**config.mk**
```make
export PLATFORM = sky130hd
export DESIGN_NAME = rx_sync_fifo_nch_flat
export DESIGN_NICKNAME = d
export VERILOG_FILES = /design/src/rtl/rx_sync_pkg.sv /design/src/rtl/rx_sync_fifo_nch_if.sv /design/src/rtl/rx_sync_fifo_nch_fifo.sv /design/src/rtl/rx_sync_fifo_nch.sv /design/src/flat_wrapper.sv
export SDC_FILE = /design/constraint.sdc
export NUM_CORES = 1
export LEC_CHECK = 0
export ABC_AREA = 1
export CAP_MARGIN = 20
export CORE_ASPECT_RATIO = 0.7
export CORE_MARGIN = 5
export CORE_UTILIZATION = 51
export DETAILED_ROUTE_END_ITERATION = 7
export HOLD_SLACK_MARGIN = 0.1
export PLACE_DENSITY = 0.75
export SYNTH_ARGS = -nofsm -noshare
export SYNTH_HDL_FRONTEND = slang
export SYNTH_SLANG_ARGS = --single-unit
```
**constraint.sdc**
```tcl
create_clock -name clk -period 1.55 [get_ports clk]
set_input_delay 0.3875 -clock clk [delete_from_list [all_inputs] [get_ports clk]]
set_output_delay 0.3875 -clock clk [all_outputs]
set_load 0.05 [all_outputs]
```
**src/rtl/rx_sync_pkg.sv**
```systemverilog
// Shared definitions for the N-channel receive FIFO: default symbols,
// sync FSM state encoding and a width helper.
package rx_sync_pkg;

  localparam logic [9:0] COMMA_DEF = 10'h0BC;
  localparam logic [9:0] IDLE_DEF  = 10'h07C;

  typedef enum logic {
    SEARCH = 1'b0,
    SYNCED = 1'b1
  } sync_state_t;

  function automatic int clog2(input int value);
    int result = 0;
    while ((1 << result) < value) result = result + 1;
    return result;
  endfunction

endpackage

```
**src/rtl/rx_sync_fifo_nch_if.sv**
```systemverilog
// Receive-side bus of the N-channel FIFO: code word, per-channel strobes,
// read data and per-channel status.
interface rx_sync_fifo_nch_if #(
  parameter int DATA_SIZE = 10,
  parameter int MAIN_SIZE = 8,
  parameter int NUM_CH    = 2
);
  logic [DATA_SIZE-1:0]        in;
  logic [NUM_CH-1:0]           write;
  logic [NUM_CH-1:0]           read;
  logic [NUM_CH*MAIN_SIZE-1:0] out;
  logic [NUM_CH-1:0]           valid;
  logic                        active;
  logic [NUM_CH-1:0]           full;
  logic [NUM_CH-1:0]           empty;
  logic [NUM_CH-1:0]           overflow;
  logic [NUM_CH-1:0]           underflow;

  modport master (
    output in, write, read,
    input  out, valid, active, full, empty, overflow, underflow
  );

  modport slave (
    input  in, write, read,
    output out, valid, active, full, empty, overflow, underflow
  );
endinterface

```
**src/rtl/rx_sync_fifo_nch_fifo.sv**
```systemverilog
// Single-clock payload FIFO with registered read data, registered full/empty
// and sticky overflow/underflow flags.
module sync_fifo
  import rx_sync_pkg::*;
#(
  parameter int MAIN_SIZE  = 8,
  parameter int FIFO_DEPTH = 4
) (
  input  logic                 clk,
  input  logic                 reset,
  input  logic                 wr,
  input  logic                 rd,
  input  logic [MAIN_SIZE-1:0] din,
  output logic [MAIN_SIZE-1:0] dout,
  output logic                 valid,
  output logic                 full,
  output logic                 empty,
  output logic                 overflow,
  output logic                 underflow
);

  localparam int AW = clog2(FIFO_DEPTH);
  localparam int CW = AW + 1;

  logic [MAIN_SIZE-1:0] mem [FIFO_DEPTH];
  logic [AW-1:0]        wptr;
  logic [AW-1:0]        rptr;
  logic [CW-1:0]        count;
  logic [CW-1:0]        count_next;
  logic                 do_rd;
  logic                 do_wr;

  // A read frees a slot in the same edge, so a full FIFO still accepts a write.
  assign do_rd = rd && !empty;
  assign do_wr = wr && (!full || do_rd);

  always_comb begin
    count_next = count;
    if (do_wr && !do_rd) begin
      count_next = count + CW'(1);
    end else if (!do_wr && do_rd) begin
      count_next = count - CW'(1);
    end
  end

  always_ff @(posedge clk) begin
    if (do_wr) begin
      mem[wptr] <= din;
    end
  end

  always_ff @(posedge clk or posedge reset) begin
    if (reset) begin
      wptr      <= '0;
      rptr      <= '0;
      count     <= '0;
      full      <= 1'b0;
      empty     <= 1'b1;
      dout      <= '0;
      valid     <= 1'b0;
      overflow  <= 1'b0;
      underflow <= 1'b0;
    end else begin
      count <= count_next;
      full  <= (count_next == CW'(FIFO_DEPTH));
      empty <= (count_next == '0);
      valid <= do_rd;
      if (do_wr) begin
        wptr <= wptr + AW'(1);
      end
      if (do_rd) begin
        rptr <= rptr + AW'(1);
        dout <= mem[rptr];
      end
      if (wr && full && !rd) begin
        overflow <= 1'b1;
      end
      if (rd && empty) begin
        underflow <= 1'b1;
      end
    end
  end

endmodule

```
**src/rtl/rx_sync_fifo_nch.sv**
```systemverilog
// N-channel receive buffer: comma-count link sync, comma/idle stripping and
// per-channel payload FIFOs.
module rx_sync_fifo_nch
  import rx_sync_pkg::*;
#(
  parameter int                   DATA_SIZE  = 10,
  parameter int                   MAIN_SIZE  = 8,
  parameter int                   NUM_CH     = 2,
  parameter int                   FIFO_DEPTH = 4,
  parameter logic [DATA_SIZE-1:0] COMMA      = DATA_SIZE'(COMMA_DEF),
  parameter logic [DATA_SIZE-1:0] IDLE       = DATA_SIZE'(IDLE_DEF),
  parameter int                   SYNC_COUNT = 4,
  parameter int                   LOSS_COUNT = 3
) (
  input logic               clk,
  input logic               reset,
  rx_sync_fifo_nch_if.slave bus
);

  localparam int SCW = clog2(SYNC_COUNT + 1);
  localparam int LCW = clog2(LOSS_COUNT + 1);

  sync_state_t state;
  sync_state_t state_next;
  logic [SCW-1:0] comma_cnt;
  logic [SCW-1:0] comma_cnt_next;
  logic [LCW-1:0] viol_cnt;
  logic [LCW-1:0] viol_cnt_next;
  logic           active_q;
  logic           is_comma;
  logic           is_idle;
  logic           is_violation;
  logic           data_word;

  logic [NUM_CH-1:0]           wr_qual;
  logic [NUM_CH*MAIN_SIZE-1:0] out_w;
  logic [NUM_CH-1:0]           valid_w;
  logic [NUM_CH-1:0]           full_w;
  logic [NUM_CH-1:0]           empty_w;
  logic [NUM_CH-1:0]           overflow_w;
  logic [NUM_CH-1:0]           underflow_w;

  assign is_comma     = (bus.in == COMMA);
  assign is_idle      = (bus.in == IDLE);
  assign is_violation = (bus.in[DATA_SIZE-1:MAIN_SIZE] != '0) && !is_comma && !is_idle;
  assign data_word    = (state == SYNCED) && !is_comma && !is_idle;

  always_ff @(posedge clk or posedge reset) begin
    if (reset) begin
      state     <= SEARCH;
      comma_cnt <= '0;
      viol_cnt  <= '0;
      active_q  <= 1'b0;
    end else begin
      state     <= state_next;
      comma_cnt <= comma_cnt_next;
      viol_cnt  <= viol_cnt_next;
      active_q  <= (state_next == SYNCED);
    end
  end

  // Each state only counts its own run; the other counter is held at zero.
  always_comb begin
    state_next     = state;
    comma_cnt_next = '0;
    viol_cnt_next  = '0;
    case (state)
      SEARCH: begin
        if (is_comma) begin
          if (comma_cnt == SCW'(SYNC_COUNT - 1)) begin
            state_next = SYNCED;
          end else begin
            comma_cnt_next = comma_cnt + SCW'(1);
          end
        end
      end
      SYNCED: begin
        if (is_violation) begin
          if (viol_cnt == LCW'(LOSS_COUNT - 1)) begin
            state_next = SEARCH;
          end else begin
            viol_cnt_next = viol_cnt + LCW'(1);
          end
        end
      end
      default: state_next = SEARCH;
    endcase
  end

  assign wr_qual = bus.write & {NUM_CH{data_word}};

  for (genvar i = 0; i < NUM_CH; i++) begin : g_ch
    sync_fifo #(
      .MAIN_SIZE (MAIN_SIZE),
      .FIFO_DEPTH(FIFO_DEPTH)
    ) u_fifo (
      .clk      (clk),
      .reset    (reset),
      .wr       (wr_qual[i]),
      .rd       (bus.read[i]),
      .din      (bus.in[MAIN_SIZE-1:0]),
      .dout     (out_w[i*MAIN_SIZE +: MAIN_SIZE]),
      .valid    (valid_w[i]),
      .full     (full_w[i]),
      .empty    (empty_w[i]),
      .overflow (overflow_w[i]),
      .underflow(underflow_w[i])
    );
  end

  assign bus.out       = out_w;
  assign bus.valid     = valid_w;
  assign bus.active    = active_q;
  assign bus.full      = full_w;
  assign bus.empty     = empty_w;
  assign bus.overflow  = overflow_w;
  assign bus.underflow = underflow_w;

endmodule

```
**src/flat_wrapper.sv**
```systemverilog
// flat-port wrapper written by rule: the top's interface ports become plain ports
module rx_sync_fifo_nch_flat import rx_sync_pkg::*;
#(
  parameter int                   DATA_SIZE  = 10,
  parameter int                   MAIN_SIZE  = 8,
  parameter int                   NUM_CH     = 2,
  parameter int                   FIFO_DEPTH = 4,
  parameter logic [DATA_SIZE-1:0] COMMA      = DATA_SIZE'(COMMA_DEF),
  parameter logic [DATA_SIZE-1:0] IDLE       = DATA_SIZE'(IDLE_DEF),
  parameter int                   SYNC_COUNT = 4,
  parameter int                   LOSS_COUNT = 3
)
  (clk, reset, bus_in, bus_write, bus_read, bus_out, bus_valid, bus_active, bus_full, bus_empty, bus_overflow, bus_underflow);
  rx_sync_fifo_nch_if #(.DATA_SIZE(DATA_SIZE), .MAIN_SIZE(MAIN_SIZE), .NUM_CH(NUM_CH)) bus_i ();
  input logic clk;
  input logic reset;
  input wire logic [$bits(bus_i.in)-1:0] bus_in;
  input wire logic [$bits(bus_i.write)-1:0] bus_write;
  input wire logic [$bits(bus_i.read)-1:0] bus_read;
  output wire logic [$bits(bus_i.out)-1:0] bus_out;
  output wire logic [$bits(bus_i.valid)-1:0] bus_valid;
  output wire logic [$bits(bus_i.active)-1:0] bus_active;
  output wire logic [$bits(bus_i.full)-1:0] bus_full;
  output wire logic [$bits(bus_i.empty)-1:0] bus_empty;
  output wire logic [$bits(bus_i.overflow)-1:0] bus_overflow;
  output wire logic [$bits(bus_i.underflow)-1:0] bus_underflow;
  assign bus_i.in = bus_in;
  assign bus_i.write = bus_write;
  assign bus_i.read = bus_read;
  assign bus_out = bus_i.out;
  assign bus_valid = bus_i.valid;
  assign bus_active = bus_i.active;
  assign bus_full = bus_i.full;
  assign bus_empty = bus_i.empty;
  assign bus_overflow = bus_i.overflow;
  assign bus_underflow = bus_i.underflow;
  rx_sync_fifo_nch #(.DATA_SIZE(DATA_SIZE), .MAIN_SIZE(MAIN_SIZE), .NUM_CH(NUM_CH), .FIFO_DEPTH(FIFO_DEPTH), .COMMA(COMMA), .IDLE(IDLE), .SYNC_COUNT(SYNC_COUNT), .LOSS_COUNT(LOSS_COUNT)) u_core (.clk(clk), .reset(reset), .bus(bus_i));
endmodule
```
## Word-level counts from Yosys, hierarchy flattened

Memories as Yosys holds them, arrays and structs flattened. A register that Yosys moved wholly into a read port is not among the register bits.
Cells that the tools add are included.

- Register bits after elaboration: 30
- Bits in writable memories: 64
- Input port bits: 16
- Memories kept: 2

Memories:

| name | words | width | read ports | clocked after memory_dff | wr ports | line | RTL |
|---|---|---|---|---|---|---|---|
| u_core.g_ch[0].u_fifo.mem | 4 | 8 | 1 | 1 | 1 | rx_sync_fifo_nch_fifo.sv:25 | `logic [MAIN_SIZE-1:0] mem [FIFO_DEPTH];` |
| u_core.g_ch[1].u_fifo.mem | 4 | 8 | 1 | 1 | 1 | rx_sync_fifo_nch_fifo.sv:25 |  |

- Add/subtract/negate cells: 10
- Eq/ne operators: 6
- Multiplexer cells: 19
- Bitwise gates (word level): 2
- Reduce and logical (&&, ||, !) cells: 35

Operator list:

| kind | count |
|---|---|
| 3-bit two-way mux | 7 |
| 1-bit logical AND | 18 |
| 1-bit zero test | 12 |
| 2-bit by 1-bit adder with 2-bit output, second input constant | 5 |
| 10-bit by 7-bit == test with 1-bit output, second input constant | 1 |
| 10-bit by 8-bit == test with 1-bit output, second input constant | 1 |
| 3-bit by 1-bit adder with 3-bit output, second input constant | 3 |
| 1-bit two-way mux | 8 |
| 3-bit == test, second input constant | 2 |
| 3-bit zero test | 2 |
| 2-bit two-way mux | 3 |
| 3-bit by 1-bit subtractor with 3-bit output, second input constant | 2 |
| 3-bit by 2-bit == test with 1-bit output, second input constant | 1 |
| 2-bit bitwise AND | 1 |
| 2-bit == test, second input constant | 1 |
| 1-bit logical OR | 2 |
| 1-bit one-hot mux with 2 select lines | 1 |
| 2-bit nonzero test | 1 |
| 1-bit inverter | 1 |

## Depth between registers and ports, before layout

Gate-level depths: netlist (run 1).

- Depth in word-level cells: 11
- Gate-level depth with buffers: 12
- Mapped depth without buffers: 12

## Hierarchy

A second synthesis (run 1) with hierarchy kept.

- Cells, all modules: 426
- Area total of the unflattened synthesis: 4747.1 sq um

Modules (own cells, without submodules):

| module | times used | cells an instance | area an instance (sq um) | sequential area each (sq um) |
|---|---|---|---|---|
| sync_fifo (u_core.g_ch[0].u_fifo) | 1 | 187 | 2187.1 | 1462.7 |
| sync_fifo (u_core.g_ch[1].u_fifo) | 1 | 186 | 2169.6 | 1462.7 |
| rx_sync_fifo_nch | 1 | 53 | 390.4 | 150.1 |

## Least setup slack after synthesis (run 1)

OpenSTA, ideal clock, no wires.

- Path type: reg2reg
- Start point: reg u_core.state
- End point: mem u_core.g_ch[0].u_fifo.mem[0][0], enable pin
- Arrival: 1.618 ns
- Data required time: 1.179 ns
- Slack: -0.439 ns
- Cell stages (with the launch flop): 3
- Buffers on the path: 0
- Clock period less this slack: 1.989 ns
- Path through: dfrtp_1 -> nand4_1 -> nor2_1

- Word-level cells in the longest chain between the ends: 6

Ends and longest elaborated chain:

| element | line | RTL |
|---|---|---|
| start: declaration | rx_sync_fifo_nch.sv:23 | `sync_state_t state;` |
| start signal: assignment | rx_sync_fifo_nch.sv:55 | `state <= state_next;` |
| 1-bit logical AND (2 in series) | rx_sync_fifo_nch.sv:46 | `assign data_word = (state == SYNCED) && !is_comma && !is_idle;` |
| 2-bit bitwise AND | rx_sync_fifo_nch.sv:90 | `assign wr_qual = bus.write & {NUM_CH{data_word}};` |
| 1-bit logical AND | rx_sync_fifo_nch_fifo.sv:35 | `assign do_wr = wr && (!full \|\| do_rd);` |
| 1-bit two-way mux | rx_sync_fifo_nch_fifo.sv:47 | `if (do_wr) begin` |
| 1-bit two-way mux (not written as such) | rx_sync_fifo_nch_fifo.sv:48 | `mem[wptr] <= din;` |
| end: declaration | rx_sync_fifo_nch_fifo.sv:25 |  |

Every way passes these cells.

## Final worst setup path (run 1)

- Start point: reg u_core.g_ch[0].u_fifo.empty
- End point: out bus_empty[0]

RTL lines:

| element | line | RTL |
|---|---|---|
| start: declaration | rx_sync_fifo_nch_fifo.sv:17 | `output logic empty,` |
| start signal: assignment | rx_sync_fifo_nch_fifo.sv:66 | `empty <= (count_next == '0);` |
| end: declaration | flat_wrapper.sv:24 | `output wire logic [$bits(bus_i.empty)-1:0] bus_empty;` |

No word-level cell between the ends.

==> results of run 1 <==
## critical path, delay by kind of cell (launching register included)
kind | cells | cell delay [ns]
buffers and inverters | 2 | 0.23
flip-flops | 1 | 0.59
## routing by layer
| layer | up-vias | wire [um] | global-route usage | part of all wire |
|---|---|---|---|---|
| met4 | 0 | 148 | 0.0547 | 0.016 |
| met1 | 1515 | 4100 | 0.224 | 0.44 |
| met3 | 13 | 486 | 0.0609 | 0.052 |
| met2 | 69 | 4690 | 0.295 | 0.50 |
| li1 | 1538 | - | - | - |
| met5 | - | 0 | 0 | 0 |
## power by group
group          leakage [nW]  switching [mW]  total, mW  internal [mW]
registers              1.11           0.443       3.95           3.51
logic                  1.38            2.39       4.29           1.89
clock network         0.144            1.02       2.29           1.27
total                  2.63            3.86       10.5           6.67
## through the flow
stage                     hold WS [ns]   util  worst slack [ns]  TNS [ns]  instances
after floorplan                  0.408      -            -0.115     -7.31        420
after global placement           0.419  0.639            -0.528    -39.76        600
after detailed placement         0.425  0.639            -0.585    -44.08        600
after CTS                        0.255  0.683          0.000804         0        621
after global routing             0.276  0.698           -0.0423    -0.281        629
final                            0.266  0.698          -0.00832  -0.00832        629
## synth_stat cells, drive strengths merged
master,count,area [sq um]
nor2,100,415
edfxtp,64,1920
dfrtp,44,1100
inv,44,165
nand2,41,169
o21ai,35,175
buf,20,125
a31oi,16,100
ha,13,163
nand3,13,103
xor2,10,87.6
nor3,3,20.0
a21o,2,15.0
a21oi,2,17.5
clkbuf,2,7.51
clkinv,2,7.51
dfstp,2,52.6
nand4,2,18.8
nor4,2,12.5
o21bai,2,15.0
nor3b,1,7.51
## timing repair
action / CTS / global route
resized for setup: 29 / 25
pin swaps: 14 / 18
endpoints found under the setup margin: 78 / 70
setup buffers: 5 / 8
## cells by family after synthesis
group,count (synthesis)
DFF,110
buffers and inverters,68
xor gates and xnor gates,10
and+or+nand+nor,162
AOI/OAI and AO/OA,57
adders and majority gates,13
## final timing paths
path	cells past startpoint	from	to	slack [ns]
setup / recovery	2	u_core.g_ch[0].u_fifo.empty$_DFF_PP1_	bus_empty[0]	-0.008
hold / removal	2	reset	u_core.g_ch[1].u_fifo.count[1]$_DFF_PP0_	0.27
setup reg to reg	8	u_core.g_ch[0].u_fifo.empty$_DFF_PP1_	u_core.g_ch[0].u_fifo.mem[1][5]$_DFFE_PP_	0.04
hold reg to reg	1	u_core.viol_cnt[0]$_DFF_PP0_	u_core.viol_cnt[0]$_DFF_PP0_	0.43
max in group asynchronous	3	reset	u_core.state$_DFF_PP0_	0.84
min in group clk	2	bus_read[1]	u_core.g_ch[1].u_fifo.underflow$_DFFE_PP0P_	0.32
## final cells by class
class                      instances  area [sq um]
tap                              124           155
clock buffer                      10           229
fill                             629          2730
timing repair buffer              91          1170
inverter                          46           173
sequential                       110          3080
clock inverter                     6          68.8
multi-input combinational        242          1430
## state kept, by name, summed over array words and instances, names as in the netlist, 3 cells and up
signal	flops
u_core.g_ch.u_fifo.mem	64
u_core.g_ch.u_fifo.rptr	4
u_core.comma_cnt	3
u_core.g_ch.u_fifo.dout	16
u_core.g_ch.u_fifo.count	6
u_core.g_ch.u_fifo.wptr	4
==> results.toml, run 1 <==
[sta]
finClkSkew_ns = 0.00592
rsz0062_at_grt = "yes"
worst_pin_slew_ns = 0.332
hold_violations = 0
post-route-period-util = 1.01
finalMaxSlewViolations = 0
max_freq_mhz = 642
min_period_ns = 1.56
slew_headroom = 0.778
setup_viol = 1
setup_ws_ns = -0.00832

[global_routing]
grt_overflow = 0
grt_usage = 0.179
grt_pass1_wl_um = 15900
grt_pass1_vias = 3307
antenna_found_initial = 0
grt_start_max_net_pins = 33

[synth]
yosys.area_share.simple = 0.159
synth_area_sq_mm = 0.00470
synth_seq_area_share = 0.654
postSynthCellCount = 420
syn_area_per_cell_sq_um = 11.2
syn-num-nets = 449
ys_ff_latch = 110
synthAdderAreaFrac = 0.0346
yosys.cell_types.count = 29
synth_compound_area_frac = 0.0687
synthMuxAreaShare = 0
ys.warnings.count = 0
synth_top_family_by_area = "simple AND/OR/NAND/NOR gates"
synth-xor-area-share = 0.0186

[finish]
final_common_cell = "nor2_1"
layout.nets = 529
syn2layout_area_growth_pct = 34.1
drive_above_1_share = 0.281
final_cell_mix = "nor2_1 (87), edfxtp_1 (64), dfrtp_1 (43)"
antenna_cells = 0
fin_area_sq_mm = 0.00630

[setup_path]
start_kind = "flip-flop"
path_cells = "buf_12 > buf_12"
cp.required_ns = 1.16
cp-end-kind = "output pin"
slowest_stage = "dfstp_2"
crit_top_cell = "buf_12"
max_stage_delay_ns = 0.59
worst-path-max-fanout = 2
cp.arrival_ns = 1.17
path_class = "flip-flop to output pin"

[route]
viasPerCell = 4.98
drc = 0
antenna_left = 0
routed_wirelength_um = 9430
firstDrtPassIters = 4
wl_per_cell_um = 15.0
drt_iter0_markers = 184
vias = 3135

[run_status]
violations = "setup timing"
status = "finished, violations left"

[die]
die_h_um = 90.3
dieArea_sq_mm = 0.0113
initial_core_util = 0.520
die_x_um = 125
coreArea_sq_mm = 0.00903
pin_count = 43
num_rows = 29

[power]
leakage_nw = 2.63
ir_worst_vdd_v = 0.000930
powerDensity_mw_per_mm2 = 1670
finalPower_mw = 10.5

[cts]
holdBufCountCts = 0
path_clk_slew_ns = 0.07
root_buffer = "clkbuf_16"
cts_sinks = 110
numCtsBuffers = 9
cts_max_level = 3
insertion_delay_ns = 0.35
clockBufferDepth = 2
cts_tree = "done"

[placed_design]
gp_congestion = 0.786
hpwl_um = 6470
placed_cell_area_sq_mm = 0.00577
io_buffer_count = 42

[min_path]
hold_class = "primary input to async pin"

[flow_run]
cap_violations = 0
No activity file was read; power rests on OpenSTA's default activity.
==> run 2: changes to the inputs <==
--- a/config.mk
+++ b/config.mk
@@ -6,13 +6,14 @@
 export NUM_CORES = 1
 export LEC_CHECK = 0
 export ABC_AREA = 1
+export ABC_CLOCK_PERIOD_IN_PS = 1550
 export CAP_MARGIN = 20
 export CORE_ASPECT_RATIO = 0.7
 export CORE_MARGIN = 5
-export CORE_UTILIZATION = 51
+export CORE_UTILIZATION = 48
 export DETAILED_ROUTE_END_ITERATION = 7
 export HOLD_SLACK_MARGIN = 0.1
-export PLACE_DENSITY = 0.75
+export PLACE_DENSITY = 0.71
 export SYNTH_ARGS = -nofsm -noshare
 export SYNTH_HDL_FRONTEND = slang
 export SYNTH_SLANG_ARGS = --single-unit
==> run 2 against run 1 <==
Against the previous run: the run now ends clean; register-to-register slack gained 0.02 ns; final cell count did not move; via count increased by 0.77%; critical path depth stayed put.
==> results.toml, run 2 (synthesis results as in run 1) <==
[route]
vias = 3159
viasPerCell = 5.02
firstDrtPassIters = 4
drt_iter0_markers = 229
antenna_left = 0
drc = 0
routed_wirelength_um = 9820
wl_per_cell_um = 15.6

[power]
p_clk_frac = 0.204
powerDensity_mw_per_mm2 = 1680
p_int_mw = 6.49
share_seq_of_total_power = 0.378
power_switching_mw = 3.92
switching_share = 0.376
leakage_nw = 2.59
p_comb_frac = 0.419
ir_worst_vdd_v = 0.000774

[setup_path]
path_cells = "buf_4 > buf_12"
start_kind = "flip-flop"
slowest_stage = "dfstp_2"
cp.arrival_ns = 1.13
regToRegSetupSlack_ns = 0.06
r2r-end = "u_core.g_ch[1].u_fifo.mem[2][6]$_DFFE_PP_"
crit_buf_inv = 2
cp-end-kind = "output pin"
reg2reg_from = "u_core.g_ch[1].u_fifo.empty$_DFF_PP1_"
max_stage_delay_ns = 0.54
path_class = "flip-flop to output pin"
cp.required_ns = 1.16
worst-path-max-fanout = 2
critical_path.top_delay_family = "flip-flops"
ff2ff_path_depth = 7

[finish]
fin_area_sq_mm = 0.00620
final_common_cell = "nor2_1"
drive_above_1_share = 0.289
final_cells = 629
antenna_cells = 0
largest_reg_flops = 64
final_cell_mix = "nor2_1 (86), edfxtp_1 (64), dfrtp_1 (43)"
regMostFlops = "u_core.g_ch.u_fifo.mem"
largestRegisters = "u_core.g_ch.u_fifo.mem x64, u_core.g_ch.u_fifo.dout x16, u_core.g_ch.u_fifo.count x6"
layout.nets = 525
nFillCells = 741
syn2layout_area_growth_pct = 31.9

[placed_design]
io_buffer_count = 42
placed_cell_area_sq_mm = 0.00574
hpwl_um = 6740
dp_slack_ns = -0.678
gp_congestion = 0.814
place_inst = 604

[global_routing]
use_met1 = 0.221
grt_busiest_layer = "met2"
grt_use_met3 = 0.0421
antenna_found_initial = 0
grt_pass1_vias = 3198
grt_overflow = 0
grt_usage = 0.174
grt_start_max_net_pins = 24
grt_use_met2 = 0.291
grt_pass1_wl_um = 15800

[sta]
min_period_ns = 1.52
hold_violations = 0
finalMaxSlewViolations = 0
finClkSkew_ns = 0.00897
slew_headroom = 0.766
worst_pin_slew_ns = 0.347
max_freq_mhz = 658
setup_ws_ns = 0.0312
setup_viol = 0
post-route-period-util = 0.980

[die]
coreArea_sq_mm = 0.00961
die_h_um = 92.8
num_rows = 30
die_x_um = 128
dieArea_sq_mm = 0.0119
pin_count = 43
initial_core_util = 0.489

[cts]
path_clk_slew_ns = 0.07
cts_max_level = 3
cts_sinks = 110
clockBufferDepth = 2
holdBufCountCts = 0
cts_tree = "done"
root_buffer = "clkbuf_16"
insertion_delay_ns = 0.35
numCtsBuffers = 9

[run_status]
status = "finished clean"

[flow_run]
cap_violations = 0

[min_path]
hold_class = "primary input to async pin"
## run 2: cell types whose count changed in the layout (fill, tap and decap cells not counted), moves of 2 or more
cell,previous run,this run
nand2_1,27,22
clkinv_2,1,3
inv_2,8,10
nor3_2,2,0
inv_1,36,34
buf_6,4,7
buf_12,36,30
nand2_2,10,14
## run 2: layout make-up
type                            count  area [sq um]  area share
Clock buffer                       10           229      0.0369
Clock inverter                      6          43.8     0.00706
Inverter                           46           173      0.0279
Multi-Input combinational cell    242          1440       0.232
Sequential cell                   110          3080       0.496
Tap cell                          128           160      0.0258
Timing Repair Buffer               87          1080       0.174
## run 2: metal layers
metal | wire length [um] | part of all wire | vias to the layer above
li1 | - | - | 1535
met1 | 4090 | 0.42 | 1524
met2 | 4940 | 0.50 | 89
met3 | 667 | 0.068 | 11
met4 | 123 | 0.013 | 0
met5 | 0 | 0 | -
## run 2: how the worst max path moves through the flow
| stage | startpoint | to | depth (start not counted) |
|---|---|---|---|
| 2_1_floorplan | bus_read[0] | u_core.g_ch[0].u_fifo.mem[0][0]$_DFFE_PP_ | 6 |
| 3_3_place_gp | bus_in[0] | u_core.g_ch[0].u_fifo.mem[3][0]$_DFFE_PP_ | 8 |
| 3_5_place_dp | bus_in[6] | u_core.g_ch[0].u_fifo.mem[3][0]$_DFFE_PP_ | 8 |
| 4_1_cts | bus_read[1] | u_core.g_ch[1].u_fifo.mem[0][5]$_DFFE_PP_ | 8 |
| 5_1_grt | bus_in[8] | u_core.g_ch[0].u_fifo.full$_DFF_PP0_ | 14 |
| 6_report | u_core.g_ch[1].u_fifo.empty$_DFF_PP1_ | bus_empty[1] | 2 |
## run 2: timing repair
action / CTS / global route
setup buffers: 4 / 7
setup endpoints to repair: 79 / 46
pin swaps: 13 / 23
gates resized for setup: 33 / 34
## run 2: per-stage QoR
| step | setup TNS (ns) | power [mW] | util | hold WS [ns] |
|---|---|---|---|---|
| 2_1_floorplan | -7.31 | 6.34 | - | 0.408 |
| 3_3_place_gp | -45.63 | 8.07 | 0.597 | 0.418 |
| 3_5_place_dp | -48.47 | 8.22 | 0.597 | 0.436 |
| 4_1_cts | 0 | 10.4 | 0.635 | 0.269 |
| 5_1_grt | -0.0418 | 11.0 | 0.645 | 0.295 |
| 6_report | 0 | 10.4 | 0.645 | 0.275 |
## run 2: power by group through the flow
| stage | logic [mW] | registers, mW | clock network [mW] |
|---|---|---|---|
| 2_1_floorplan | 1.85 | 4.49 | 0 |
| 3_3_place_gp | 4.11 | 3.96 | 0 |
| 3_5_place_dp | 4.23 | 3.98 | 0 |
| 4_1_cts | 4.29 | 3.93 | 2.16 |
| 5_1_grt | 4.71 | 3.98 | 2.30 |
| 6_report | 4.36 | 3.93 | 2.12 |
==> run 3: changes to the inputs <==
--- a/config.mk
+++ b/config.mk
@@ -6,14 +6,15 @@
 export NUM_CORES = 1
 export LEC_CHECK = 0
 export ABC_AREA = 1
-export ABC_CLOCK_PERIOD_IN_PS = 1550
+export ABC_CLOCK_PERIOD_IN_PS = 1700
 export CAP_MARGIN = 20
 export CORE_ASPECT_RATIO = 0.7
 export CORE_MARGIN = 5
 export CORE_UTILIZATION = 48
 export DETAILED_ROUTE_END_ITERATION = 7
 export HOLD_SLACK_MARGIN = 0.1
-export PLACE_DENSITY = 0.71
+export PLACE_DENSITY = 0.68
+export SKIP_LAST_GASP = 1
 export SYNTH_ARGS = -nofsm -noshare
 export SYNTH_HDL_FRONTEND = slang
 export SYNTH_SLANG_ARGS = --single-unit
==> constraint.sdc (replaced) <==
create_clock -name clk -period 1.7 [get_ports clk]
set_input_delay 0.51 -clock clk [delete_from_list [all_inputs] [get_ports clk]]
set_output_delay 0.51 -clock clk [all_outputs]
set_load 0.05 [all_outputs]
==> run 3 against run 2 <==
Against the previous run: clock skew decreased by 0.0019 ns; first-iteration DRC count decreased by 19%; flip-flop and latch count unchanged; critical path depth increased by 11; design area decreased by 1.4%; clock-buffer cell count increased by 2; final cell count decreased by 1.1%; sequential power decreased by 8.1%; worst setup slack improved by 0.032 ns; non-clock buffer count decreased by 7; power decreased by 9.2%; hold slack improved by 0.15 ns.
==> results.toml, run 3 (synthesis results as in run 1) <==
[cts]
cts_tree = "done"
cts_max_level = 3
root_buffer = "clkbuf_16"
insertion_delay_ns = 0.34
cts_sinks = 110
clockBufferDepth = 2
holdBufCountCts = 0
path_clk_slew_ns = 0.07
numCtsBuffers = 9

[route]
antenna_left = 0
wl_per_cell_um = 14.9
vias = 3054
drt_iter0_markers = 185
viasPerCell = 4.91
drc = 0
firstDrtPassIters = 4
routed_wirelength_um = 9280

[die]
num_rows = 30
pin_count = 43
coreArea_sq_mm = 0.00961
die_h_um = 92.8
die_x_um = 128
dieArea_sq_mm = 0.0119
initial_core_util = 0.489

[setup_path]
start_kind = "primary input"
path_cells = "dlygate4sd2_1 > inv_1 > nand2_1 > nand2_2 > nand3_4 > buf_12 > nand3_4 > buf_4 > nand3_1 > nand2_2 > a21oi_2 > buf_4 > inv_1"
worst-path-max-fanout = 5
max_stage_delay_ns = 0.23
path_class = "primary input to flip-flop"
regToRegSetupSlack_ns = 0.15
slowest_stage = "dlygate4sd2_1"
cp-end-kind = "flip-flop"
cp.arrival_ns = 1.88
cp.required_ns = 1.94

[placed_design]
hpwl_um = 6510
gp_congestion = 0.813
io_buffer_count = 42

[finish]
final_cell_mix = "nor2_1 (86), edfxtp_1 (64), dfrtp_1 (43)"
syn2layout_area_growth_pct = 30.1
largest_reg_flops = 64
final_common_cell = "nor2_1"
regMostFlops = "u_core.g_ch.u_fifo.mem"
layout.nets = 518
postLayoutCoreUtil = 0.636
drive_above_1_share = 0.247
antenna_cells = 0
largestRegisters = "u_core.g_ch.u_fifo.mem x64, u_core.g_ch.u_fifo.dout x16, u_core.g_ch.u_fifo.count x6"

[global_routing]
grt_pass1_wl_um = 15100
antenna_found_initial = 0
grt_usage = 0.167
grt_overflow = 0
grt_start_max_net_pins = 47
grt_pass1_vias = 2955

[sta]
min_period_ns = 1.64
hold_violations = 0
worst_pin_slew_ns = 0.340
slew_headroom = 0.771
whs_ns = 0.426
post-route-period-util = 0.963
setup_tns_ns = 0
finClkSkew_ns = 0.00705
max_freq_mhz = 611
setup_viol = 0
finalMaxSlewViolations = 0

[power]
finalPower_mw = 9.45
leakage_nw = 2.53
ir_worst_vdd_v = 0.000663
powerDensity_mw_per_mm2 = 1550

[min_path]
hold_class = "primary input to flip-flop"

[run_status]
status = "finished clean"

[flow_run]
cap_violations = 0
## run 3: path summary, 6_finish.rpt
kind | startpoint | endpoint | cells past startpoint
max in group asynchronous | reset | u_core.g_ch[0].u_fifo.empty$_DFF_PP1_ | 3
hold reg to reg | u_core.viol_cnt[0]$_DFF_PP0_ | u_core.viol_cnt[0]$_DFF_PP0_ | 1
min in group asynchronous | reset | u_core.comma_cnt[0]$_DFF_PP0_ | 3
hold / removal | bus_read[1] | u_core.g_ch[1].u_fifo.underflow$_DFFE_PP0P_ | 2
setup reg to reg | u_core.g_ch[0].u_fifo.empty$_DFF_PP1_ | u_core.g_ch[0].u_fifo.empty$_DFF_PP1_ | 10
setup / recovery | bus_in[6] | u_core.g_ch[1].u_fifo.count[1]$_DFF_PP0_ | 13
## run 3: through the flow
step | cell area (sq um) | setup slack [ns] | cells
floorplan | 4710 | -0.0871 | 420
global placement | 5680 | -0.558 | 598
detailed placement | 5680 | -0.591 | 598
CTS | 6020 | -0.00802 | 615
global route | 6110 | -0.0315 | 622
finish | 6110 | 0.0632 | 622
## run 3: layer usage
layer  vias up  routed length, um  GRT usage
li1       1511                  -          -
met4         0                 98     0.0468
met5         -                  0          0
met1      1467               4150      0.226
met2        66               4460      0.260
met3        10                566     0.0513
## run 3: critical path: cells and delay by family
kind / cells / cell delay [ns]
AO/OA/AOI/OAI: 1 / 0.16
buffers and inverters: 6 / 0.72
AND/OR/NAND/NOR: 6 / 0.48
## run 3: repair_timing
item,4_1_cts,5_1_grt
pin swaps,12,16
setup buffers,1,7
endpoints found under the setup margin,76,38
cloned,0,0
resized for setup,23,17
hold endpoints to repair,0,0
## run 3: power by group
| group | switching, mW | total, mW | leakage (nW) | internal (mW) |
|---|---|---|---|---|
| sequential | 0.411 | 3.61 | 1.11 | 3.20 |
| combinational | 2.16 | 3.76 | 1.28 | 1.60 |
| clock | 0.923 | 2.08 | 0.142 | 1.16 |
| total | 3.49 | 9.45 | 2.53 | 5.96 |
## run 3: cell type report
type | instances | area [sq um]
Sequential cell | 110 | 3080
Multi-Input combinational cell | 242 | 1400
Clock inverter | 4 | 56.3
Timing Repair Buffer | 80 | 1010
Clock buffer | 12 | 236
Fill cell | 758 | 3490
Inverter | 46 | 173
Tap cell | 128 | 160
==> RTL change, RTL diff (settings of run 3) <==
`MAIN_SIZE` is set to 8 in 4 places; all go to 4.
--- a/src/rtl/rx_sync_fifo_nch_if.sv
+++ b/src/rtl/rx_sync_fifo_nch_if.sv
@@ -4,3 +4,3 @@
   parameter int DATA_SIZE = 10,
-  parameter int MAIN_SIZE = 8,
+  parameter int MAIN_SIZE = 4,
   parameter int NUM_CH    = 2
--- a/src/rtl/rx_sync_fifo_nch_fifo.sv
+++ b/src/rtl/rx_sync_fifo_nch_fifo.sv
@@ -5,3 +5,3 @@
 #(
-  parameter int MAIN_SIZE  = 8,
+  parameter int MAIN_SIZE  = 4,
   parameter int FIFO_DEPTH = 4
--- a/src/rtl/rx_sync_fifo_nch.sv
+++ b/src/rtl/rx_sync_fifo_nch.sv
@@ -6,3 +6,3 @@
   parameter int                   DATA_SIZE  = 10,
-  parameter int                   MAIN_SIZE  = 8,
+  parameter int                   MAIN_SIZE  = 4,
   parameter int                   NUM_CH     = 2,
--- a/src/flat_wrapper.sv
+++ b/src/flat_wrapper.sv
@@ -4,3 +4,3 @@
   parameter int                   DATA_SIZE  = 10,
-  parameter int                   MAIN_SIZE  = 8,
+  parameter int                   MAIN_SIZE  = 4,
   parameter int                   NUM_CH     = 2,
Ports: changed (resized bus_out); port bits go from 43 to 35. The function was not compared with the original's and may differ.
==> RTL change against run 3 <==
  * Count of clock-buffer cells in the layout shrank 3
  * Power shrank 20%
  * Design area shrank 29%
  * Register-to-register slack gained 90 ps
  * Routed wire length shrank 33%
  * Clock power shrank 34%
  * Die area shrank 28%
  * Global-route usage shrank 0.28 points
  * Sequential cell count shrank 40
  * Setup slack lost 2.6 ps
  * Synthesized area shrank 31%
  * Largest cell class unchanged
==> RTL change: results (changes against run 3) <==
metric	value	unit	change
pg_comb	3.36	mW	-11%
gp_congestion	0.793		-2.4%
postSynth.asyncResetShare	0.543		+0.125
power	7.53	mW	-20%
ff2ff_path_depth	12		+2
nNonClkBuffers	69		-14%
r2r_start	u_core.g_ch[1].u_fifo.empty		
skew	7.50	ps	+0.450 ps
regToRegEndpoint	u_core.g_ch[1].u_fifo.full		
numPortBuffers	34		-19%
power.switching	3.04	mW	-13%
utilization	0.648		+0.0121
grt_pass1_wl	10500	um	-30%
slowest_stage	clkdlybuf4s50_1		
multi_input_gates	181		-25%
synth-compound-area-share	0.0618		-0.00689
synth_seq_cells	70		-36%
met2_usage	0.268		+0.00759
dr.first_iter.drc_count	93		-50%
grtUsageTotal	0.164		-0.00277
grt_util_met1	0.201		-0.0243
place_area	4030	sq um	-29%
synth_nets	337		-25%
final_nets	403		-22%
reg_top3	u_core.g_ch.u_fifo.mem: 32 flops, u_core.g_ch.u_fifo.dout: 8 flops, u_core.g_ch.u_fifo.count: 6 flops		
synthTopCellsByCount	54 x nor2_1, 36 x dfrtp_1, 36 x inv_1		
wl_met2	2940	um	-34%
num-nonclk-inverters	43		-6.5%
totalWireLength	6180	um	-33%
cp_max_fo	6		+1
grt_max_degree	39		-17%
final-clk-cell-share	0.0472		-0.000677
arrival	1710	ps	-170 ps
status	complete, no violations		
vias	2182		-29%
synth_area	3240	sq um	-31%
ir_drop	0.769	mV	+16%
relSlewSlack	0.748		-0.0232
seqCellArea	1920	sq um	-38%
dp_hpwl	4340	um	-33%
ys_seq_area_frac	0.591		-0.0635
clock_power	1.37	mW	-34%
hold_ws	434	ps	+7.85 ps
r2r_setup_slack	240	ps	+90 ps
p_leak	1.95	nW	-23%
==> RTL change: cell count changes in the layout (fill, tap and decap cells not counted), moves of 5 or more <==
cell,run 3,this run
a31oi_1,16,8
buf_12,29,20
clkbuf_16,9,0
clkbuf_8,0,9
clkdlybuf4s15_1,6,0
dfrtp_1,43,35
dlygate4sd2_1,5,10
edfxtp_1,64,32
nor2_1,86,49
o21ai_0,35,19
==> RTL change: how the worst max path moves through the flow <==
stage | from | end
floorplan | bus_read[1] | u_core.g_ch[1].u_fifo.mem[0][0]
global placement | bus_in[3] | u_core.g_ch[1].u_fifo.empty
detailed placement | bus_in[3] | u_core.g_ch[1].u_fifo.full
CTS | bus_read[1] | u_core.g_ch[1].u_fifo.mem[1][0]
global route | bus_read[0] | u_core.g_ch[0].u_fifo.empty
finish | bus_read[0] | u_core.g_ch[0].u_fifo.mem[1][3]
==> RTL change: timing repair <==
action	CTS	global route
pin swaps	11	2
endpoints found under the setup margin	38	29
buffers inserted	6	0
hold buffers	0	0
gates resized for setup	20	6
